===== config.mk =====
export PLATFORM = sky130hd
export DESIGN_NAME = rename_regfile_flat
export DESIGN_NICKNAME = d
export VERILOG_FILES = /design/src/rtl/rf_pkg.sv /design/src/rtl/rename_regfile_if.sv /design/src/rtl/rf_entry.sv /design/src/rtl/rename_regfile.sv /design/src/flat_wrapper.sv
export SDC_FILE = /design/constraint.sdc
export NUM_CORES = 2
export LEC_CHECK = 0
export CAP_MARGIN = 10
export CORE_MARGIN = 2
export CORE_UTILIZATION = 35
export DETAILED_ROUTE_END_ITERATION = 16
export GPL_ROUTABILITY_DRIVEN = 0
export SYNTH_ARGS = -nofsm -noshare
export SYNTH_HDL_FRONTEND = slang
export SYNTH_HIERARCHICAL = 1
export SYNTH_SLANG_ARGS = --single-unit

===== constraint.sdc =====
create_clock -name clk -period 9.6 [get_ports clk]
set_clock_uncertainty 0.15 [all_clocks]
set_input_delay 1.44 -clock clk [delete_from_list [all_inputs] [get_ports clk]]
set_output_delay 1.44 -clock clk [all_outputs]
set_load 0.1 [all_outputs]

===== src/rtl/rf_pkg.sv =====
// Shared sizing, entry layout and helpers for the rename register file.
package rf_pkg;
  localparam int XLEN      = 32;
  localparam int TAG_W     = 7;
  localparam int NREG      = 32;
  localparam int IDX_W     = $clog2(NREG);
  localparam int CNT_W     = $clog2(NREG) + 1;
  localparam int ENTRY_W   = 1 + TAG_W + XLEN;
  localparam int VALID_BIT = ENTRY_W - 1;
  localparam int TAIL_HI   = ENTRY_W - 2;
  localparam int TAIL_LO   = XLEN;

  typedef logic [ENTRY_W-1:0] entry_bits_t;

  typedef struct packed {
    logic             valid;
    logic [TAG_W-1:0] tail;
    logic [XLEN-1:0]  data;
  } rf_entry_t;

  localparam entry_bits_t RESET_ENTRY = {1'b1, {(ENTRY_W-1){1'b0}}};

  function automatic entry_bits_t pack_entry(input rf_entry_t e);
    return {e.valid, e.tail, e.data};
  endfunction

  function automatic rf_entry_t unpack_entry(input entry_bits_t b);
    rf_entry_t e;
    e.valid = b[VALID_BIT];
    e.tail  = b[TAIL_HI:TAIL_LO];
    e.data  = b[XLEN-1:0];
    return e;
  endfunction

  function automatic logic [CNT_W-1:0] popcount(input logic [NREG-1:0] v);
    logic [CNT_W-1:0] n;
    n = '0;
    for (int i = 0; i < NREG; i++) n = n + CNT_W'(v[i]);
    return n;
  endfunction
endpackage


===== src/rtl/rename_regfile_if.sv =====
// Decode read ports, dispatch rename, CDB writeback and flush bundled as one bus.
interface rename_regfile_if;
  import rf_pkg::*;

  logic [IDX_W-1:0] ra1;
  logic [IDX_W-1:0] ra2;
  entry_bits_t      rd1;
  entry_bits_t      rd2;
  logic             alloc_en;
  logic [IDX_W-1:0] alloc_rd;
  logic [TAG_W-1:0] alloc_tag;
  logic             wb_en;
  logic [IDX_W-1:0] wb_rd;
  logic [TAG_W-1:0] wb_tag;
  logic [XLEN-1:0]  wb_data;
  logic             flush;
  logic [CNT_W-1:0] pending_cnt;

  modport master (
    output ra1, ra2, alloc_en, alloc_rd, alloc_tag,
    output wb_en, wb_rd, wb_tag, wb_data, flush,
    input  rd1, rd2, pending_cnt
  );

  modport slave (
    input  ra1, ra2, alloc_en, alloc_rd, alloc_tag,
    input  wb_en, wb_rd, wb_tag, wb_data, flush,
    output rd1, rd2, pending_cnt
  );
endinterface


===== src/rtl/rf_entry.sv =====
// One architectural register: valid/tail/data state with flush > alloc > wb priority.
module rf_entry
  import rf_pkg::*;
(
  input  logic             clk,
  input  logic             rst_n,
  input  logic             alloc_sel,
  input  logic [TAG_W-1:0] alloc_tag,
  input  logic             wb_sel,
  input  logic [TAG_W-1:0] wb_tag,
  input  logic [XLEN-1:0]  wb_data,
  input  logic             flush,
  output entry_bits_t      entry,
  output logic             pending,
  output logic             pending_next
);
  logic             valid_reg, valid_next;
  logic [TAG_W-1:0] tail_reg, tail_next;
  logic [XLEN-1:0]  data_reg, data_next;
  logic             wb_hit, alloc_hit;

  always_comb begin
    wb_hit     = wb_sel && !valid_reg && (tail_reg == wb_tag);
    alloc_hit  = alloc_sel && !flush;
    valid_next = valid_reg;
    tail_next  = tail_reg;
    data_next  = data_reg;
    // A matching writeback still lands its data even when alloc or flush wins the valid bit.
    if (wb_hit) begin
      data_next  = wb_data;
      valid_next = 1'b1;
    end
    if (flush) begin
      valid_next = 1'b1;
    end else if (alloc_hit) begin
      valid_next = 1'b0;
      tail_next  = alloc_tag;
    end
  end

  always_ff @(posedge clk or negedge rst_n) begin
    if (!rst_n) begin
      valid_reg <= 1'b1;
      tail_reg  <= '0;
      data_reg  <= '0;
    end else begin
      valid_reg <= valid_next;
      tail_reg  <= tail_next;
      data_reg  <= data_next;
    end
  end

  assign entry        = pack_entry('{valid: valid_reg, tail: tail_reg, data: data_reg});
  assign pending      = ~valid_reg;
  assign pending_next = ~valid_next;
endmodule


===== src/rtl/rename_regfile.sv =====
// Architectural register file with rename status, two bypassed read ports and a pending counter.
module rename_regfile
  import rf_pkg::*;
(
  input logic             clk,
  input logic             rst_n,
  rename_regfile_if.slave rf
);
  entry_bits_t      entries [NREG];
  logic [NREG-1:0]  pending_vec;
  logic [NREG-1:0]  pending_next_vec;
  logic [IDX_W-1:0] ra_arr [2];
  entry_bits_t      rd_arr [2];
  logic [CNT_W-1:0] cnt_reg, cnt_next;
  logic [CNT_W-1:0] rise, fall;

  // x0 is hardwired and never pending.
  assign entries[0]          = RESET_ENTRY;
  assign pending_vec[0]      = 1'b0;
  assign pending_next_vec[0] = 1'b0;

  genvar gi;
  generate
    for (gi = 1; gi < NREG; gi++) begin : g_entry
      rf_entry u_entry (
        .clk          (clk),
        .rst_n        (rst_n),
        .alloc_sel    (rf.alloc_en && (rf.alloc_rd == IDX_W'(gi))),
        .alloc_tag    (rf.alloc_tag),
        .wb_sel       (rf.wb_en && (rf.wb_rd == IDX_W'(gi))),
        .wb_tag       (rf.wb_tag),
        .wb_data      (rf.wb_data),
        .flush        (rf.flush),
        .entry        (entries[gi]),
        .pending      (pending_vec[gi]),
        .pending_next (pending_next_vec[gi])
      );
    end
  endgenerate

  assign ra_arr[0] = rf.ra1;
  assign ra_arr[1] = rf.ra2;

  // Reads forward a completing writeback but never a same-cycle rename.
  generate
    for (gi = 0; gi < 2; gi++) begin : g_read
      always_comb begin
        rf_entry_t e;
        e          = unpack_entry(entries[ra_arr[gi]]);
        rd_arr[gi] = entries[ra_arr[gi]];
        if (rf.wb_en && (rf.wb_rd == ra_arr[gi]) && (ra_arr[gi] != '0) &&
            !e.valid && (e.tail == rf.wb_tag)) begin
          rd_arr[gi] = pack_entry('{valid: 1'b1, tail: rf.wb_tag, data: rf.wb_data});
        end
      end
    end
  endgenerate

  assign rf.rd1 = rd_arr[0];
  assign rf.rd2 = rd_arr[1];

  always_comb begin
    rise     = popcount(pending_next_vec & ~pending_vec);
    fall     = popcount(pending_vec & ~pending_next_vec);
    cnt_next = rf.flush ? '0 : (cnt_reg + rise - fall);
  end

  always_ff @(posedge clk or negedge rst_n) begin
    if (!rst_n) cnt_reg <= '0;
    else        cnt_reg <= cnt_next;
  end

  assign rf.pending_cnt = cnt_reg;
endmodule

===== src/flat_wrapper.sv =====
// flat-port wrapper written by rule: the top's interface ports become plain ports
module rename_regfile_flat import rf_pkg::*;
  (clk, rst_n, rf_ra1, rf_ra2, rf_alloc_en, rf_alloc_rd, rf_alloc_tag, rf_wb_en, rf_wb_rd, rf_wb_tag, rf_wb_data, rf_flush, rf_rd1, rf_rd2, rf_pending_cnt);
  rename_regfile_if rf_i ();
  input logic clk;
  input logic rst_n;
  input wire logic [$bits(rf_i.ra1)-1:0] rf_ra1;
  input wire logic [$bits(rf_i.ra2)-1:0] rf_ra2;
  input wire logic [$bits(rf_i.alloc_en)-1:0] rf_alloc_en;
  input wire logic [$bits(rf_i.alloc_rd)-1:0] rf_alloc_rd;
  input wire logic [$bits(rf_i.alloc_tag)-1:0] rf_alloc_tag;
  input wire logic [$bits(rf_i.wb_en)-1:0] rf_wb_en;
  input wire logic [$bits(rf_i.wb_rd)-1:0] rf_wb_rd;
  input wire logic [$bits(rf_i.wb_tag)-1:0] rf_wb_tag;
  input wire logic [$bits(rf_i.wb_data)-1:0] rf_wb_data;
  input wire logic [$bits(rf_i.flush)-1:0] rf_flush;
  output wire logic [$bits(rf_i.rd1)-1:0] rf_rd1;
  output wire logic [$bits(rf_i.rd2)-1:0] rf_rd2;
  output wire logic [$bits(rf_i.pending_cnt)-1:0] rf_pending_cnt;
  assign rf_i.ra1 = rf_ra1;
  assign rf_i.ra2 = rf_ra2;
  assign rf_i.alloc_en = rf_alloc_en;
  assign rf_i.alloc_rd = rf_alloc_rd;
  assign rf_i.alloc_tag = rf_alloc_tag;
  assign rf_i.wb_en = rf_wb_en;
  assign rf_i.wb_rd = rf_wb_rd;
  assign rf_i.wb_tag = rf_wb_tag;
  assign rf_i.wb_data = rf_wb_data;
  assign rf_i.flush = rf_flush;
  assign rf_rd1 = rf_i.rd1;
  assign rf_rd2 = rf_i.rd2;
  assign rf_pending_cnt = rf_i.pending_cnt;
  rename_regfile u_core (.clk(clk), .rst_n(rst_n), .rf(rf_i));
endmodule

==> results.md <==
| Stage | Metric | Value |
| --- | --- | --- |
| cells and area | Layout area overhead | 11.2% |
| pwr | Power density over the cells | 161 mW/mm^2 |
| detailed routing | Vias per cell | 5.93 |
| floorplanning | Number of primary I/O pins | 157 |
| global route | Maximum number of pins on one net before global-route repair | 174 |
| placed design | HPWL after detailed placement | 141 mm |
| pwr | Max rail drop VDD | 199 uV |
| setup path | R2R Path End | u_core/rf.pending_cnt[5] |
| floorplanning | Row count | 168 |
| setup path | Worst Path Arrival | 8.82 ns |
| worst hold path | Worst hold endpoint | u_core/g_entry[30].u_entry/data_reg[18] |
| synth | EDFF count, synth | 0 |
| detailed routing | Iter 0 DRT Violations | 5086 |
| floorplanning | Core outline area | 0.209 sq mm |
| timing | RSZ-0062 raised after global routing | no |
| timing | Fin crit share | 86.4% |
| pwr | Leakage power of the design | 36.9 nW |
| clock tree | H-tree depth reported by CTS | 4 |
| clock tree | Clock latency at the later pin of the worst-skew pair | 0.80 ns |
| cells and area | Antenna diode count | 0 |
| clock tree | Number of sinks on the clock net | 1246 |
| cells and area | Count of nets after finishing | 5465 |
| global route | Aggregate global-route resource usage | 22.7% |
| synth | Post-Syn Area | 0.0735 sq mm |
| floorplanning | Die footprint | 0.214 sq mm |
| clock tree | Clock tree from TritonCTS | yes |
| cells and area | Non-filler instance count after layout | 8226 |
| worst hold path | Hold Crit Depth | 1 |
| timing | Transition time of the tightest slew-check pin | 1.21 ns |
| timing | Count of final hold-check violations | 0 |
| status | Result of the run | completed |
| setup path | Critical path required time | 10.13 ns |
| timing | Post-route minimum period | 8.29 ns |
| timing | Setup Viol. Count Final | 0 |
| clock tree | CTS buffer count | 135 |
| timing | Hold WS | 0.352 ns |
| timing | Maximum achievable frequency | 0.121 GHz |
| clock tree | Bufs on Longest Clock Path | 3 |
| clock tree | Number of cells upsized or downsized after cts | 0 |
| timing | Worst slew margin relative to its limit | 19.2% |
| cells and area | Most used cells in the layout excluding fill and tap cells | dfrtp_1, mux2_2, nand2_1, mux4_2, buf_4 |
| clock tree | CTS Hold Buffers Added | 0 |
| detailed routing | Average detailed-routed wire length per instance | 29.8 um |
| worst hold path | Path class of the lowest-slack min-delay path | reg2reg |
| timing | Max-slew violation total from the final report | 0 |
| synth | Sequential cell area fraction in the yosys report | 42.4% |
| setup path | Crit Path Max Fanout | 4 |
| setup path | Register-to-register path setup slack | 2.46 ns |
| cells and area | Max reg flops | 992 |
| global route | Number of antenna violations at the first check in global routing | 5 |
| global route | First-pass GRT wire length | 360 mm |
| placed design | Cell area after placement | 0.0773 sq mm |
| detailed routing | DRC | 0 |
| global route | Overflow after GRT | 0 |
| placed design | Number of placed instances with taps included | 7989 |
| synth | Number of distinct standard cells referenced by the synthesized netlist | 61 |
| synth | Syn avg cell area | 14.0 sq um |
| setup path | Critical Path Sink Type | register |
| synth | Synthesis Warnings | 6 |
| cells and area | Share of final-layout standard cells stronger than drive strength 1 | 41.3% |
| detailed routing | Wire length reported by the detailed router | 245 mm |
| synth | Net count after synthesis | 5413 |
| floorplanning | Die height | 462 um |
| floorplanning | Initial core utilization | 35.2% |
| setup path | R2R Path Start | u_core/g_entry[13].u_entry/tail_reg[4] |
| clock tree | CTS Root Buffer Type | clkbuf_16 |
| setup path | Setup CP Type | in2reg |
| synth | Post-Synthesis Cells | 5270 |
| flow run | Max-Cap Viols | 0 |
| cells and area | Most common cell after layout, fill and taps aside | dfrtp_1 |
| worst hold path | Hold path startpoint | u_core/g_entry[30].u_entry/data_reg[18] |
| detailed routing | Initial DRT Pass Iterations | 6 |
| timing | Total Neg Setup Slack | 0 ns |
| synth | Proportion of register bits with asynchronous set or reset after synthesis | 100% |
| placed design | PortBufs | 156 |
| clock tree | Clock-pin slew on the worst setup and hold paths | 0.06 ns |
| synth | Top_reg_cell synth | dfrtp_1 |
| synth | Flip-flop and latch count after synthesis | 1246 |
| setup path | Startpoint Class | input port |
| detailed routing | Routed via count | 48800 |
| floorplanning | Floorplan die width | 462 um |
| global route | Via count of the first global-routing pass | 50800 |
| clock tree | Setup fix buffers added after clock tree synthesis | 0 |
| cells and area | Design area | 0.0818 sq mm |
| detailed routing | Number of antenna-violating nets in the routed design | 0 |
| setup path | Count of cells along the worst register-to-register path | 25 |
## where the power goes
group | switching (mW) | internal, mW | leakage [nW] | total [mW]
Combinational | 1.37 | 0.855 | 17.5 | 2.22
Sequential | 0.214 | 5.39 | 17.2 | 5.61
Clock | 2.29 | 3.04 | 2.18 | 5.34
## metrics by stage
step	utilization, %	worst slack [ns]	total power, mW
global placement	37.0	0.552	7.89
global route	39.1	0.975	13.7
CTS	39.1	1.43	13.3
floorplan	-	1.24	7.09
finish	39.1	1.31	13.2
detailed placement	37.0	0.580	7.90
## cell type report
| class | instances | area (sq um) |
|---|---|---|
| timing repair buffer | 288 | 2630 |
| inverter | 104 | 397 |
| clock buffer | 202 | 3970 |
| multi-input combinational | 3547 | 39600 |
| sequential | 1246 | 31200 |
| tap | 2805 | 3510 |
| fill | 19500 | 127000 |
| clock inverter | 34 | 480 |
## critical path, stage by stage
cell,delay (ns)
clkdlybuf4s50_1,0.52
nor2b_1,0.36
nand3_1,0.35
nor3_1,0.28
nand3_1,0.17
nor4_4,0.19
o31ai_1,0.10
nor2b_1,0.18
fa_1,0.49
fa_1,0.51
inv_1,0.07
fa_1,0.50
inv_1,0.05
fa_1,0.48
fa_1,0.47
fa_1,0.50
fa_1,0.49
inv_1,0.05
fa_1,0.42
inv_1,0.07
ha_1,0.16
inv_1,0.06
fa_1,0.46
inv_1,0.07
a21o_1,0.10
a21oi_1,0.07
xnor2_1,0.16
nor2_1,0.06
## cells in the mapped netlist (70+ instances only)
cell type | n | share of area (%)
nand2_1 | 717 | 3.7
nor2_1 | 80 | 0.41
mux2_2 | 1061 | 16
dfrtp_1 | 1215 | 41
xnor2_1 | 170 | 2.0
mux4_2 | 683 | 21
clkbuf_1 | 139 | 0.71
buf_6 | 100 | 1.5
inv_1 | 102 | 0.52
nor2b_1 | 79 | 0.67
mux2_1 | 114 | 1.7
xor2_1 | 74 | 0.88
nand2b_1 | 70 | 0.60
## worst max path at each step
stage / from / to / slack (ns) / depth (start not counted)
floorplan: rf_wb_rd[0] / u_core/rf.pending_cnt[5] / 1.24 / 29
global placement: rf_wb_en / u_core/rf.pending_cnt[5] / 0.55 / 28
detailed placement: rf_wb_en / u_core/rf.pending_cnt[5] / 0.58 / 28
CTS: rf_wb_en / u_core/rf.pending_cnt[5] / 1.43 / 28
global route: rf_wb_rd[3] / u_core/rf.pending_cnt[5] / 0.98 / 26
finish: rf_wb_en / u_core/rf.pending_cnt[5] / 1.31 / 28
## cell families after synthesis
family / share of synthesized area [%]
buffers and inverters: 3.75
AND/OR/NAND/NOR: 7.19
multiplexers: 39.8
XOR/XNOR: 2.91
AO/OA/AOI/OAI: 2.07
adder cells (fa/ha/maj): 1.81
flip-flops: 42.4
## per-layer routing
metal / global-route usage [%] / vias up / part of all wire [%]
li1: - / 19700 / -
met1: 31.7 / 26300 / 43
met2: 33.9 / 2283 / 44
met3: 5.47 / 568 / 8.6
met4: 9.34 / 6 / 4.5
met5: 0 / - / 0.011
Power figures use the tool's default switching activity.
